===== src/rtl/unpacker.sv =====
// Receive-side stamp checker for the user data path, with its input FIFO and register block.
// Payload words carry a 32-bit stamp in [63:32], which is compared against the EXPECTED register.
`ifndef UDP_REG_ADDR_WIDTH
`define UDP_REG_ADDR_WIDTH 23
`endif
`ifndef CPCI_NF2_DATA_WIDTH
`define CPCI_NF2_DATA_WIDTH 32
`endif
`ifndef UNPACKER_REG_ADDR_WIDTH
`define UNPACKER_REG_ADDR_WIDTH 6
`endif
`ifndef UNPACKER_BLOCK_ADDR
`define UNPACKER_BLOCK_ADDR 17'h00021
`endif

// Small first-word-fallthrough FIFO: dout shows the head word whenever !empty.
// Latency: a write is visible on dout the cycle after wr_en.
// Backpressure: nearly_full asserts at depth-1; writing while full is not guarded.
module fallthrough_small_fifo #(
  parameter int WIDTH          = 72,
  parameter int MAX_DEPTH_BITS = 2
) (
  input  logic [WIDTH-1:0] din,
  input  logic             wr_en,
  input  logic             rd_en,
  output logic [WIDTH-1:0] dout,
  output logic             full,
  output logic             nearly_full,
  output logic             empty,
  input  logic             reset,
  input  logic             clk
);
  localparam int DEPTH = 2 ** MAX_DEPTH_BITS;
  localparam logic [MAX_DEPTH_BITS:0] FULL_LVL = (MAX_DEPTH_BITS + 1)'(DEPTH);
  localparam logic [MAX_DEPTH_BITS:0] NF_LVL   = (MAX_DEPTH_BITS + 1)'(DEPTH - 1);

  logic [WIDTH-1:0]          mem [DEPTH];
  logic [MAX_DEPTH_BITS-1:0] wr_ptr, rd_ptr;
  logic [MAX_DEPTH_BITS:0]   depth;

  always_ff @(posedge clk) begin
    if (wr_en) mem[wr_ptr] <= din;
  end

  always_ff @(posedge clk) begin
    if (reset) begin
      wr_ptr <= '0;
      rd_ptr <= '0;
      depth  <= '0;
    end else begin
      if (wr_en) wr_ptr <= wr_ptr + 1'b1;
      if (rd_en) rd_ptr <= rd_ptr + 1'b1;
      if (wr_en && !rd_en)      depth <= depth + 1'b1;
      else if (!wr_en && rd_en) depth <= depth - 1'b1;
    end
  end

  assign dout        = mem[rd_ptr];
  assign empty       = (depth == '0);
  assign full        = (depth == FULL_LVL);
  assign nearly_full = (depth >= NF_LVL);
endmodule

// Register-ring block: software regs (read/write) then hardware regs (read-only) after the counters.
// Latency: one cycle from ring input to ring output.
// Backpressure: none; requests not addressed to this block pass through unchanged.
module generic_regs #(
  parameter int UDP_REG_SRC_WIDTH = 2,
  parameter int TAG               = 0,
  parameter int REG_ADDR_WIDTH    = 6,
  parameter int NUM_COUNTERS      = 0,
  parameter int NUM_SOFTWARE_REGS = 1,
  parameter int NUM_HARDWARE_REGS = 1
) (
  input  logic                             reg_req_in,
  input  logic                             reg_ack_in,
  input  logic                             reg_rd_wr_L_in,
  input  logic [`UDP_REG_ADDR_WIDTH-1:0]   reg_addr_in,
  input  logic [`CPCI_NF2_DATA_WIDTH-1:0]  reg_data_in,
  input  logic [UDP_REG_SRC_WIDTH-1:0]     reg_src_in,
  output logic                             reg_req_out,
  output logic                             reg_ack_out,
  output logic                             reg_rd_wr_L_out,
  output logic [`UDP_REG_ADDR_WIDTH-1:0]   reg_addr_out,
  output logic [`CPCI_NF2_DATA_WIDTH-1:0]  reg_data_out,
  output logic [UDP_REG_SRC_WIDTH-1:0]     reg_src_out,
  output logic [32*NUM_SOFTWARE_REGS-1:0]  software_regs,
  input  logic [32*NUM_HARDWARE_REGS-1:0]  hardware_regs,
  input  logic                             clk,
  input  logic                             reset
);
  localparam int TW = `UDP_REG_ADDR_WIDTH - REG_ADDR_WIDTH;
  localparam logic [TW-1:0] TAG_BITS = TW'(TAG);

  logic [31:0]               sw_q [NUM_SOFTWARE_REGS];
  logic [REG_ADDR_WIDTH-1:0] off;
  logic                      hit;
  logic [31:0]               rd_val;

  assign off = reg_addr_in[REG_ADDR_WIDTH-1:0];
  assign hit = reg_req_in && !reg_ack_in &&
               (reg_addr_in[`UDP_REG_ADDR_WIDTH-1:REG_ADDR_WIDTH] == TAG_BITS);

  always_comb begin
    rd_val = '0;
    for (int i = 0; i < NUM_SOFTWARE_REGS; i++)
      if (off == REG_ADDR_WIDTH'(NUM_COUNTERS + i)) rd_val = sw_q[i];
    for (int i = 0; i < NUM_HARDWARE_REGS; i++)
      if (off == REG_ADDR_WIDTH'(NUM_COUNTERS + NUM_SOFTWARE_REGS + i))
        rd_val = hardware_regs[32*i +: 32];
  end

  always_ff @(posedge clk) begin
    if (reset) begin
      for (int i = 0; i < NUM_SOFTWARE_REGS; i++) sw_q[i] <= '0;
    end else if (hit && !reg_rd_wr_L_in) begin
      for (int i = 0; i < NUM_SOFTWARE_REGS; i++)
        if (off == REG_ADDR_WIDTH'(NUM_COUNTERS + i)) sw_q[i] <= reg_data_in;
    end
  end

  for (genvar g = 0; g < NUM_SOFTWARE_REGS; g++) begin : g_sw
    assign software_regs[32*g +: 32] = sw_q[g];
  end

  always_ff @(posedge clk) begin
    if (reset) begin
      reg_req_out     <= 1'b0;
      reg_ack_out     <= 1'b0;
      reg_rd_wr_L_out <= 1'b0;
      reg_addr_out    <= '0;
      reg_data_out    <= '0;
      reg_src_out     <= '0;
    end else begin
      reg_req_out     <= reg_req_in;
      reg_ack_out     <= reg_ack_in || hit;
      reg_rd_wr_L_out <= reg_rd_wr_L_in;
      reg_addr_out    <= reg_addr_in;
      reg_data_out    <= (hit && reg_rd_wr_L_in) ? rd_val : reg_data_in;
      reg_src_out     <= reg_src_in;
    end
  end
endmodule

// Stamp checker: counts checked/bad payload words and bad packets, optionally zeroes the stamp.
// Latency: 2 cycles in_wr -> out_wr (FIFO write, then output register).
// Backpressure: out_rdy low stalls the FIFO head; in_rdy drops at FIFO nearly_full.
module unpacker #(
  parameter int DATA_WIDTH        = 64,
  parameter int CTRL_WIDTH        = DATA_WIDTH / 8,
  parameter int UDP_REG_SRC_WIDTH = 2
) (
  input  logic                             clk,
  input  logic                             reset,
  input  logic [DATA_WIDTH-1:0]            in_data,
  input  logic [CTRL_WIDTH-1:0]            in_ctrl,
  input  logic                             in_wr,
  output logic                             in_rdy,
  output logic [DATA_WIDTH-1:0]            out_data,
  output logic [CTRL_WIDTH-1:0]            out_ctrl,
  output logic                             out_wr,
  input  logic                             out_rdy,
  input  logic                             reg_req_in,
  input  logic                             reg_ack_in,
  input  logic                             reg_rd_wr_L_in,
  input  logic [`UDP_REG_ADDR_WIDTH-1:0]   reg_addr_in,
  input  logic [`CPCI_NF2_DATA_WIDTH-1:0]  reg_data_in,
  input  logic [UDP_REG_SRC_WIDTH-1:0]     reg_src_in,
  output logic                             reg_req_out,
  output logic                             reg_ack_out,
  output logic                             reg_rd_wr_L_out,
  output logic [`UDP_REG_ADDR_WIDTH-1:0]   reg_addr_out,
  output logic [`CPCI_NF2_DATA_WIDTH-1:0]  reg_data_out,
  output logic [UDP_REG_SRC_WIDTH-1:0]     reg_src_out
);
  typedef enum logic {HDRS, PAYLOAD} state_t;

  logic [CTRL_WIDTH-1:0] fifo_ctrl;
  logic [DATA_WIDTH-1:0] fifo_data;
  logic                  fifo_empty, fifo_full, fifo_nearly_full;
  logic                  accept, is_payload;
  logic [31:0]           stamp;

  logic [63:0]  sw_regs;
  logic [127:0] hw_regs;
  logic [31:0]  expected;
  logic         check_en, strip, clear;
  logic         unused_ctrl_bits;

  state_t state, state_nxt;
  logic   pkt_bad, pkt_bad_nxt, pkt_bad_inc;
  logic   word_chk, word_bad;
  logic [31:0] words_checked, bad_words, bad_pkts, last_bad_stamp;

  fallthrough_small_fifo #(
    .WIDTH          (CTRL_WIDTH + DATA_WIDTH),
    .MAX_DEPTH_BITS (2)
  ) u_in_fifo (
    .din         ({in_ctrl, in_data}),
    .wr_en       (in_wr),
    .rd_en       (accept),
    .dout        ({fifo_ctrl, fifo_data}),
    .full        (fifo_full),
    .nearly_full (fifo_nearly_full),
    .empty       (fifo_empty),
    .reset       (reset),
    .clk         (clk)
  );

  assign in_rdy     = !fifo_nearly_full;
  assign accept     = !fifo_empty && out_rdy;
  assign is_payload = (fifo_ctrl == '0);
  assign stamp      = fifo_data[DATA_WIDTH-1 -: 32];

  assign expected         = sw_regs[31:0];
  assign check_en         = sw_regs[32];
  assign strip            = sw_regs[33];
  assign clear            = sw_regs[34];
  assign unused_ctrl_bits = ^sw_regs[63:35];

  assign word_chk = accept && is_payload && check_en;
  assign word_bad = word_chk && (stamp != expected);

  always_ff @(posedge clk) begin
    if (reset) begin
      state   <= HDRS;
      pkt_bad <= 1'b0;
    end else begin
      state   <= state_nxt;
      pkt_bad <= pkt_bad_nxt;
    end
  end

  // The first payload word's mismatch must win over the start-of-payload clear.
  always_comb begin
    state_nxt   = state;
    pkt_bad_nxt = pkt_bad;
    pkt_bad_inc = 1'b0;
    if (accept) begin
      case (state)
        HDRS: if (is_payload) begin
          state_nxt = PAYLOAD;
          if (check_en) pkt_bad_nxt = 1'b0;
        end
        PAYLOAD: if (!is_payload) begin
          state_nxt   = HDRS;
          pkt_bad_inc = check_en && pkt_bad;
        end
        default: state_nxt = HDRS;
      endcase
    end
    if (word_bad) pkt_bad_nxt = 1'b1;
  end

  always_ff @(posedge clk) begin
    if (reset || clear) begin
      words_checked  <= '0;
      bad_words      <= '0;
      bad_pkts       <= '0;
      last_bad_stamp <= '0;
    end else begin
      if (word_chk) words_checked <= words_checked + 32'd1;
      if (word_bad) begin
        bad_words      <= bad_words + 32'd1;
        last_bad_stamp <= stamp;
      end
      if (pkt_bad_inc) bad_pkts <= bad_pkts + 32'd1;
    end
  end

  always_ff @(posedge clk) begin
    if (reset) begin
      out_wr   <= 1'b0;
      out_data <= '0;
      out_ctrl <= '0;
    end else begin
      out_wr <= accept;
      if (accept) begin
        out_ctrl <= fifo_ctrl;
        out_data <= (strip && is_payload) ? {32'd0, fifo_data[DATA_WIDTH-33:0]} : fifo_data;
      end
    end
  end

  assign hw_regs = {last_bad_stamp, bad_pkts, bad_words, words_checked};

  generic_regs #(
    .UDP_REG_SRC_WIDTH (UDP_REG_SRC_WIDTH),
    .TAG               (`UNPACKER_BLOCK_ADDR),
    .REG_ADDR_WIDTH    (`UNPACKER_REG_ADDR_WIDTH),
    .NUM_COUNTERS      (0),
    .NUM_SOFTWARE_REGS (2),
    .NUM_HARDWARE_REGS (4)
  ) u_regs (
    .reg_req_in      (reg_req_in),
    .reg_ack_in      (reg_ack_in),
    .reg_rd_wr_L_in  (reg_rd_wr_L_in),
    .reg_addr_in     (reg_addr_in),
    .reg_data_in     (reg_data_in),
    .reg_src_in      (reg_src_in),
    .reg_req_out     (reg_req_out),
    .reg_ack_out     (reg_ack_out),
    .reg_rd_wr_L_out (reg_rd_wr_L_out),
    .reg_addr_out    (reg_addr_out),
    .reg_data_out    (reg_data_out),
    .reg_src_out     (reg_src_out),
    .software_regs   (sw_regs),
    .hardware_regs   (hw_regs),
    .clk             (clk),
    .reset           (reset)
  );

  a_no_write_when_full: assert property (@(posedge clk) disable iff (reset) !(in_wr && fifo_full));
endmodule


===== config.mk =====
export PLATFORM = sky130hd
export DESIGN_NAME = unpacker
export DESIGN_NICKNAME = d
export VERILOG_FILES = /design/src/rtl/unpacker.sv
export SDC_FILE = /design/constraint.sdc
export NUM_CORES = 1
export LEC_CHECK = 0
export CORE_MARGIN = 2
export CORE_UTILIZATION = 30
export CTS_BUF_LIST = sky130_fd_sc_hd__clkbuf_2 sky130_fd_sc_hd__clkbuf_4 sky130_fd_sc_hd__clkbuf_8
export DETAILED_ROUTE_END_ITERATION = 6
export DONT_BUFFER_PORTS = 1
export GPL_TIMING_DRIVEN = 1
export MAX_ROUTING_LAYER = met4
export PLACE_DENSITY = 0.5
export SYNTH_ARGS = -nofsm -noshare
export SYNTH_HDL_FRONTEND = slang
export SYNTH_SLANG_ARGS = --single-unit

===== constraint.sdc =====
create_clock -name clk -period 4.76 [get_ports clk]
set_input_delay 0 -clock clk [delete_from_list [all_inputs] [get_ports clk]]
set_output_delay 0 -clock clk [all_outputs]
set_load 0.005 [all_outputs]

# Word-level counts from Yosys, hierarchy flattened
# Memory sizes are Yosys's and may differ from the RTL's. A register that Yosys moved wholly into a read port is not among the register bits.
# Index checks and enable logic that the tools add are counted.
# word_totals
register_bits	270
mem_bits_rw	352
output_inout_bits	134
elab_cells	101
mem_count	2
# op_classes
add_sub_neg	7
order_cmp	1
eq_ne	8
mux	35
bitwise_logic	2
n_reduce_logical	28
# memory_table
memory	words	word_bits	read_ports	rd_clocked_by_memory_dff	wr	line_no	source
u_in_fifo.mem	4	72	1	1	1	37	logic [WIDTH-1:0] mem [DEPTH];
u_regs.sw_q	2	32	2	0	2	95	logic [31:0] sw_q [NUM_SOFTWARE_REGS];
# ops
op	count
32-bit two-way mux	9
32-bit by 1-bit adder with 32-bit output (second input constant)	3
64-bit two-way mux	1
32-bit != test	1
1-bit two-way mux	21
17-bit by 6-bit == test with 1-bit output (second input constant)	1
6-bit by 2-bit == test with 1-bit output (second input constant)	2
6-bit by 3-bit == test with 1-bit output (second input constant)	2
1-bit logical AND	12
8-bit logical NOT	1
2-bit nonzero test	4
6-bit by 1-bit == test with 1-bit output (second input constant)	1
1-bit logical NOT	6
6-bit logical NOT	1
3-bit two-way mux	2
2-bit by 1-bit adder with 2-bit output (second input constant)	2
2-bit two-way mux	2
4-bit AND reduction	1
3-bit by 1-bit adder with 3-bit output (second input constant)	1
3-bit by 2-bit greater-or-equal comparator with 1-bit output (second input constant)	1
3-bit logical NOT	1
3-bit by 1-bit subtractor with 3-bit output (second input constant)	1
1-bit logical OR	2
2-bit by 1-bit != test with 1-bit output (second input constant)	1
1-bit OR	2

# Logic depth before layout (Yosys ltp)
# Gate-level depths: netlist of run 1.
# depth
depth_word	8
ltp_mapped	11
ltp_nobuf	8

# Modules after synthesis
# A second synthesis of run 1 with hierarchy kept.
# unflattened
cells_unflattened	1928
hier_area_um2	25069.0
# modules_own_cells
module	instances	cells_each	area_each_um2	seq_area_each_um2
fallthrough_small_fifo	1	421	10904.2	8828.5
unpacker	1	1014	8570.7	4063.9
generic_regs	1	493	5594.1	3123.0

# Worst setup path before layout of run 1
# OpenSTA, ideal clock, no wires.
# synth_path
kind	register -> register
start	reg with a tool-made name
end	reg bad_words[14]
arrival_time_ns	3.261
required_time_ns	4.633
slack_ns	1.372
path_stages_with_launch	12
period_less_slack_ns	3.388
path_cell_list	dfxtp_1 buf_6 buf_1 buf_2 mux4_2 xnor2_1 nand4_1 nor4_1 clkbuf_1 clkbuf_1 a211oi_1 mux2i_1
# synth_lines
item	line_no	source
end signal: assignment	264	bad_words <= bad_words + 32'd1;
end: declaration	193	logic [31:0] words_checked, bad_words, bad_pkts, last_bad_stamp;

==> impl_metrics.json, run 1 <==
{
  "grt_max_degree": 138,
  "start_util_pct": 30.16,
  "portBuffers": 0,
  "vias": 17640,
  "fin_setup_tns_ns": 0,
  "dpl.cell_count": 2997,
  "yosysSeqAreaShare_pct": 63.76,
  "first_global_vias": 18250,
  "netlist_instances": 2032,
  "power_density_nw_per_um2": 434.1,
  "finalCritPeriodShare_pct": 84.17,
  "grt_pass1_wl_mm": 117.5,
  "hold_depth": 1,
  "clockBufferDepth": 3,
  "grt_overflow": 0,
  "track_usage_pct": 18.61,
  "async_flop_share_pct": 0,
  "cp_max_fo": 22,
  "post_cts_buffers": 0,
  "drt-total-wl_mm": 79.22,
  "fin_area_sq_um": 31500,
  "yosysTopAreaCellShare_pct": 42.08,
  "clk_pin_slew_worst_paths_ns": 0.06,
  "synth_seq_cells": 624,
  "area_growth_pct": 25.41,
  "fin_ws_ns": 0.7537,
  "antenna_left": 0,
  "min_path_type": "in2reg",
  "wl_per_cell_microns": 22.70,
  "cts_tree": "done",
  "grt_antenna_before_repair": 5,
  "maxSlewHeadroom_pct": 20.54,
  "synth_edf_count": 352,
  "grt_setup_unrepaired": "false",
  "numCtsBuffers": 105,
  "dp_hpwl_mm": 50.50,
  "ff2ff_path_depth": 6,
  "ys.warnings.count": 0,
  "path_class": "reg2reg",
  "leakagePower_nw": 10.51,
  "worst_hold_slack_ns": 0.06604,
  "synth_cell_type_count": 44,
  "post_drt_via_cell_ratio": 5.055,
  "clk_latency_ns": 0.74,
  "firstDrtPassIters": 5,
  "syn_area_per_cell_sq_um": 12.36,
  "cts-root-buf": "clkbuf_8",
  "core_sq_um": 83290,
  "setup_viol": 0,
  "critPathCaptureType": "register",
  "ir_worst_vdd_uv": 265.6,
  "place.gp.congestion": 0.8594,
  "layout.cells.non_filler": 3490,
  "synth_nets": 2177,
  "die_w_microns": 293.3,
  "dp_slack_ns": 0.7365,
  "drt_iter0_drc": 1201,
  "layout_common_cells": "edfxtp_1 (352), dlygate4sd3_1 (288), nand2_1 (277), dfxtp_1 (270), a21oi_1 (194)",
  "syn_area_sq_um": 25120,
  "htreeDepth": 3,
  "final_core_util_pct": 37.82,
  "tightest_slew_ns": 1.192,
  "skew_ns": 0.05073,
  "status": "finished clean",
  "cts_sinks": 624,
  "crit_arrival_ns": 4.64,
  "finalPower_mw": 13.67,
  "max-cap-violations": 0,
  "maxSlewViolCount": 0,
  "drive_above_1_share_pct": 13.23,
  "fmax_ghz": 0.2496,
  "synth_flop_cell": "edfxtp_1",
  "die-area_sq_um": 86050,
  "start_kind": "register",
  "fin_nets": 2458,
  "synth_largest_area_cell": "edfxtp_1",
  "worstPathRequired_ns": 5.40,
  "drc": 0,
  "die_y_microns": 293.3,
  "hold_viol_final": 0,
  "period_minus_slack_ns": 4.006,
  "place_area_sq_um": 26250,
  "synthTopCellsByArea": "edfxtp_1 (42%), dfxtp_1 (22%), mux4_2 (6.5%)",
  "std_cell_rows": 106,
  "io_pins": 270,
  "layout_commonest_cell": "edfxtp_1"
}
[final cells by class]
class                      count  area, sq um
antenna                        7        17.52
tap                         1080         1351
clock buffer                 162         2004
sequential                   624        16020
clock inverter                35        320.3
multi-input combinational   1246         8566
timing repair buffer         320         3156
fill                        8042        51790
inverter                      16        61.31
[worst max-delay path, stage by stage, from the launching register on]
cell and delay (ns):
dfxtp_4 0.64, mux4_2 0.58, or4_1 0.74, or3_1 0.65
or4_1 0.72, or3_1 0.39, a21oi_1 0.16
[metal layers]
metal	up-vias	part of all wire, %	global-route usage (%)
li1	8100	-	-
met1	8857	41	22.33
met2	575	49	30.76
met3	109	7.5	4.811
met4	0	2.3	5.587
met5	-	0	-
[power by group]
part	total, mW	leakage, nW	internal, mW	switching, mW
sequential	6.42	5.47	6.07	0.351
clock	5.20	1.24	2.93	2.27
combinational	2.05	3.79	0.922	1.13
[cells in the mapped netlist (all sizes together), types with 2 or more instances]
cell and n:
nor4b 5, dfxtp 272, nand3 27, nand2 277, a2111o 7, mux2i 91, or4 14, a21oi 197
nor2b 26, o2111ai 2, o211ai 32, o21a 3, o31a 3, a211oi 9, nor3 11, nor2 109
a22oi 32, or2 2, ha 8, nor4 12, o21ai 32, nand4 40, xor2 6, inv 16
buf 30, and3 21, edfxtp 352, and4 12, o22ai 32, or3 51, o31ai 9, and2 39
clkbuf 116, xnor2 58, mux4 72
[sequential cells by signal, indices dropped and copies added, names as in the netlist, 32 cells and up, named ones only]
name                 count
out_data                64
u_regs.sw_q             64
words_checked           32
last_bad_stamp          32
bad_pkts                32
u_regs.reg_data_out     32
bad_words               32
u_in_fifo.mem          288
[final timing paths]
kind | slack, ns | start | to
worst max-delay path | 0.75 | register | words_checked[24]
worst min register to register | 0.46 | last_bad_stamp[7] | last_bad_stamp[7]
worst max register to register | 0.75 | register | words_checked[24]
worst min-delay path | 0.07 | in_data[45] | u_in_fifo.mem[2][45]
[kinds of logic after synthesis]
group / share of synthesized area [%]
adders and majority gates: 0.4782
DFF: 63.76
buffers and inverters: 2.526
and+or+nand+nor: 12.35
xor gates and xnor gates: 2.232
AOI/OAI and AO/OA: 8.568
muxes: 10.08
[timing repair]
action / CTS / global route
hold buffers: 289 / 0
resized for setup: 0 / 0
endpoints found under the hold margin: 781 / 0
Note: power is estimated with default switching activity, not from simulation.
==> run 2, diff against run 1 <==
Settings changed: PLACE_DENSITY 0.5 to 0.51.
Clock period 4.76 ns to 3.5 ns, I/O delays scaled along.
==> run 2 against run 1 <==
Compared with the run above:
- combinational power rose by 38%
- first-iteration DRC count shrank 7.7%
- hold slack got worse by 0.0022 ns
- clock skew rose by 0.0032 ns
- critical path type unchanged
- non-clock buffer count is 20 higher
- sequential power grew 36%
- via count increased by 0.34%
- worst setup slack got worse by 0.56 ns
- sequential share of layout area shrank 0.35 points
- critical endpoint is now words_checked[31]
- routed wire length down 1.9%
- utilization rose by 0.26 points
==> impl_metrics.json, run 2 (synthesis gave the netlist of run 1 again) <==
{
  "layout_commonest_cell": "edfxtp_1",
  "cts_tree": "done",
  "setup_viol": 0,
  "track_usage_pct": 18.26,
  "leakagePower_nw": 10.62,
  "grt_setup_unrepaired": "false",
  "start_util_pct": 30.16,
  "skew_ns": 0.05392,
  "finalCritPeriodShare_pct": 94.58,
  "clockBufferDepth": 3,
  "antenna_left": 0,
  "ir_worst_vdd_uv": 391.7,
  "crit_buf_inv": 0,
  "fin_setup_tns_ns": 0,
  "vias": 17700,
  "worstPathRequired_ns": 4.13,
  "grt_pass1_wl_mm": 115.2,
  "critPathCaptureType": "register",
  "max-cap-violations": 0,
  "wl_per_cell_microns": 22.16,
  "power.switching_mw": 5.080,
  "crit_arrival_ns": 3.94,
  "drc": 0,
  "io_pins": 270,
  "portBuffers": 0,
  "grt_overflow": 0,
  "place.gp.congestion": 0.8410,
  "maxSlewViolCount": 0,
  "cp_slowest_stage_delay_ns": 0.62,
  "cts-root-buf": "clkbuf_8",
  "period_minus_slack_ns": 3.310,
  "drive_above_1_share_pct": 14.12,
  "top_regs": "u_in_fifo.mem x288, out_data x64, u_regs.sw_q x64",
  "dp_hpwl_mm": 50.58,
  "crit_family": "simple AND/OR/NAND/NOR gates",
  "core_sq_um": 83290,
  "path_class": "reg2reg",
  "numCtsBuffers": 104,
  "busiest_layer": "met2",
  "grt_max_degree": 141,
  "clk_latency_ns": 0.75,
  "std_cell_rows": 106,
  "post_cts_buffers": 0,
  "min_path_type": "in2reg",
  "layout_common_cells": "edfxtp_1 (352), dlygate4sd3_1 (287), nand2_1 (277), dfxtp_1 (270), a21oi_1 (194)",
  "internal_power_mw": 13.41,
  "die_w_microns": 293.3,
  "cp_slowest_cell": "or4b_4",
  "grt_use_met1_pct": 22.34,
  "power.share.sequential_pct": 47.0,
  "cts_sinks": 624,
  "drt-total-wl_mm": 77.71,
  "top_register": "u_in_fifo.mem",
  "swShare_pct": 27.48,
  "post_drt_via_cell_ratio": 5.049,
  "tightest_slew_ns": 1.268,
  "htreeDepth": 3,
  "p_clk_share_pct": 37.7,
  "fin_ws_ns": 0.1899,
  "hold_viol_final": 0,
  "grt_antenna_before_repair": 9,
  "clk_pin_slew_worst_paths_ns": 0.07,
  "largest_register_ffs": 288,
  "firstDrtPassIters": 5,
  "fmax_ghz": 0.3021,
  "maxSlewHeadroom_pct": 15.26,
  "grt_use_met2_pct": 29.75,
  "area_growth_pct": 26.27,
  "start_kind": "register",
  "power_density_nw_per_um2": 582.9,
  "die_y_microns": 293.3,
  "power_frac_comb_pct": 15.3,
  "dp_slack_ns": 0.06070,
  "met3_usage_pct": 4.818,
  "fin_nets": 2477,
  "status": "finished clean",
  "die-area_sq_um": 86050,
  "crit_chain": "mux4_2 -> or4_1 -> or3_4 -> or4b_4 -> or3_1 -> a21oi_1",
  "drt_iter0_drc": 1109,
  "cp_max_fo": 13,
  "first_global_vias": 18190
}
==> run 2: layout make-up <==
type | count | area (sq um)
tap | 1080 | 1351
multi-input combinational | 1246 | 8571
fill | 8003 | 51570
clock buffer | 167 | 2017
clock inverter | 29 | 264.0
timing repair buffer | 340 | 3420
sequential | 624 | 16020
inverter | 16 | 60.06
antenna | 4 | 10.01
==> run 2: worst register-to-register path, cell delays in order, from the launching register on <==
cell and delay, ns:
dfxtp_4 0.46, mux4_2 0.54, or4_1 0.59, or3_4 0.48, or4b_4 0.63, or3_1 0.37, a21oi_1 0.13
==> run 2: final timing paths <==
path | cells after the start | to | slack (ns) | from
max | 6 | words_checked[31] | 0.19 | register
min | 1 | u_in_fifo.mem[2][45] | 0.06 | in_data[45]
max reg2reg | 6 | words_checked[31] | 0.19 | register
min reg2reg | 2 | last_bad_stamp[8] | 0.46 | last_bad_stamp[8]
==> run 2: metrics by stage <==
| step | util, % | hold slack (ns) | total power, mW | area, sq um | cells |
|---|---|---|---|---|---|
| 2_1_floorplan | - | 0.07894 | 10.52 | 25120 | 2032 |
| 3_3_place_gp | 31.83 | 0.09903 | 11.36 | 26510 | 3018 |
| 3_5_place_dp | 31.83 | 0.09906 | 11.39 | 26510 | 3018 |
| 4_1_cts | 38.05 | 0.01178 | 18.75 | 31690 | 3502 |
| 5_1_grt | 38.08 | 0.03269 | 19.29 | 31720 | 3506 |
| 6_report | 38.08 | 0.06383 | 18.49 | 31720 | 3506 |
==> run 2: repair_timing <==
action | in CTS | in global routing
resized for setup | 0 | 4
endpoints found under the setup margin | 0 | 66
hold buffers | 288 | 0
endpoints found under the hold margin | 741 | 0
==> run 2: power groups by stage <==
stage | Combinational (mW) | Sequential (mW) | Clock (mW)
after CTS | 2.88 | 8.71 | 7.15
after floorplan | 1.91 | 8.61 | 0
final | 2.82 | 8.70 | 6.97
after global routing | 3.09 | 8.77 | 7.44
after global placement | 2.50 | 8.86 | 0
after detailed placement | 2.52 | 8.87 | 0
==> run 2: metal layers <==
metal / wire length [microns] / share of wire, %
met1: 32520 / 42
met2: 37260 / 48
met4: 1894 / 2.4
met3: 6030 / 7.8
met5: 0 / 0
==> run 3, diff against run 2 <==
Settings changed: CORE_ASPECT_RATIO set to 1.75, CORE_UTILIZATION 30 to 50, PLACE_DENSITY 0.51 to 0.74.
==> run 3 against run 2 <==
Compared with the run above:
- first-iteration DRC count up 18%
- final cell count down 15%
- die area down 39%
- clock power down 11%
- combinational power about the same
- utilization up 23 points
- design area down 5.0%
- clock skew down 0.014 ns
- count of clock-buffer cells in the layout down 43
- maximum frequency up 0.76%
- critical endpoint is now last_bad_stamp[26]
- largest power group unchanged
==> impl_metrics.json, run 3 (synthesis gave the netlist of run 1 again) <==
{
  "ir_worst_vdd_uv": 481.6,
  "min_path_type": "in2reg",
  "drt_iter0_drc": 1306,
  "fin_setup_tns_ns": 0,
  "die-area_sq_um": 52110,
  "firstDrtPassIters": 6,
  "die_y_microns": 300.5,
  "path_class": "reg2reg",
  "start_util_pct": 50.65,
  "cts_sinks": 624,
  "wl_per_cell_microns": 23.59,
  "area_growth_pct": 19.94,
  "clk_pin_slew_worst_paths_ns": 0.07,
  "htreeDepth": 3,
  "fill_cells": 3793,
  "tightest_slew_ns": 0.9376,
  "fin_nets": 2392,
  "vias": 17660,
  "finalPower_mw": 17.64,
  "dpl.cell_count": 2598,
  "largest_register_ffs": 288,
  "io_pins": 270,
  "layout_commonest_cell": "edfxtp_1",
  "maxSlewViolCount": 0,
  "grt_antenna_before_repair": 9,
  "finalCritPeriodShare_pct": 93.86,
  "place.gp.congestion": 0.8861,
  "std_cell_rows": 108,
  "clockBufferDepth": 3,
  "drt-total-wl_mm": 70.38,
  "status": "finished clean",
  "power_density_nw_per_um2": 585.7,
  "critPathCaptureType": "register",
  "cts_tree": "done",
  "fmax_ghz": 0.3044,
  "grt_overflow": 0,
  "skew_ns": 0.04004,
  "cp_max_fo": 46,
  "fin_area_sq_um": 30120,
  "crit_arrival_ns": 3.80,
  "setup_viol": 0,
  "grt_max_degree": 138,
  "period_minus_slack_ns": 3.285,
  "layout.cells.non_filler": 2984,
  "track_usage_pct": 27.68,
  "grt_setup_unrepaired": "false",
  "core_sq_um": 49590,
  "start_kind": "register",
  "drive_above_1_share_pct": 13.16,
  "maxSlewHeadroom_pct": 37.34,
  "top_register": "u_in_fifo.mem",
  "layout_common_cells": "edfxtp_1 (352), nand2_1 (277), dfxtp_1 (270), dlygate4sd3_1 (219), a21oi_1 (194)",
  "first_global_vias": 18380,
  "post_drt_via_cell_ratio": 5.917,
  "antenna_left": 0,
  "cts-root-buf": "clkbuf_8",
  "numCtsBuffers": 87,
  "die_w_microns": 173.4,
  "place_area_sq_um": 25960,
  "portBuffers": 0,
  "drc": 0,
  "max-cap-violations": 0,
  "hold_viol_final": 0,
  "clk_latency_ns": 0.67,
  "worstPathRequired_ns": 4.01,
  "dp_hpwl_mm": 44.88,
  "grt_pass1_wl_mm": 107.0,
  "post_cts_buffers": 0,
  "top_regs": "u_in_fifo.mem x288, out_data x64, u_regs.sw_q x64",
  "leakagePower_nw": 10.11
}
## run 3: worst max-delay path, stage by stage, from the launching register on
cell,delay (ns)
dfxtp_4,0.47
buf_12,0.34
mux4_2,0.67
xnor2_1,0.41
nand4_1,0.17
nor4_2,0.29
buf_4,0.23
a21oi_4,0.10
buf_4,0.22
mux2i_1,0.15
## run 3: path summary, 6_finish.rpt
path         cells past startpoint                  to  slack (ns)               start
min                              2   u_regs.sw_q[0][5]        0.03               reset
max                              9  last_bad_stamp[26]        0.21            register
min reg2reg                      2  last_bad_stamp[19]        0.46  last_bad_stamp[19]
max reg2reg                      9  last_bad_stamp[26]        0.21            register
## run 3: stage by stage
| stage | utilization [%] | hold WS (ns) | worst slack, ns |
|---|---|---|---|
| floorplan | - | 0.07894 | 0.1122 |
| global placement | 52.36 | 0.08995 | 0.07509 |
| detailed placement | 52.36 | 0.09460 | 0.06642 |
| CTS | 60.69 | 0.003152 | 0.03558 |
| global route | 60.74 | 0.03023 | 0.04764 |
| finish | 60.74 | 0.03155 | 0.2148 |
## run 3: routing by layer
| metal | GRT usage (%) | routed length (microns) | vias to the layer above |
|---|---|---|---|
| li1 | - | - | 7948 |
| met1 | 28.65 | 24210 | 8691 |
| met2 | 47.27 | 35970 | 773 |
| met3 | 6.035 | 5167 | 243 |
| met4 | 18.50 | 5037 | 0 |
| met5 | - | 0 | - |
## run 3: where the power goes
group          switching [mW]  internal (mW)  total (mW)  leakage, nW
clock network            2.75           3.43        6.18         1.01
logic                    1.54           1.27        2.81         3.63
registers               0.398           8.25        8.65         5.47
## run 3: cell type report
cell class              count  area [sq um]  area share [%]
multi-input cells        1246          8562           28.42
inverters                  16         60.06          0.1994
clock buffers             124          1531           5.084
diodes                      7         17.52         0.05815
well taps                 660         825.8           2.741
clock inverters            35         381.6           1.267
flip-flops and latches    624         16020           53.19
repair buffers            272          2723           9.038
## run 3: repair_timing
action	CTS	global route
hold endpoints to repair	710	0
endpoints found under the setup margin	0	7
hold buffers	220	0
gates resized for setup	0	2
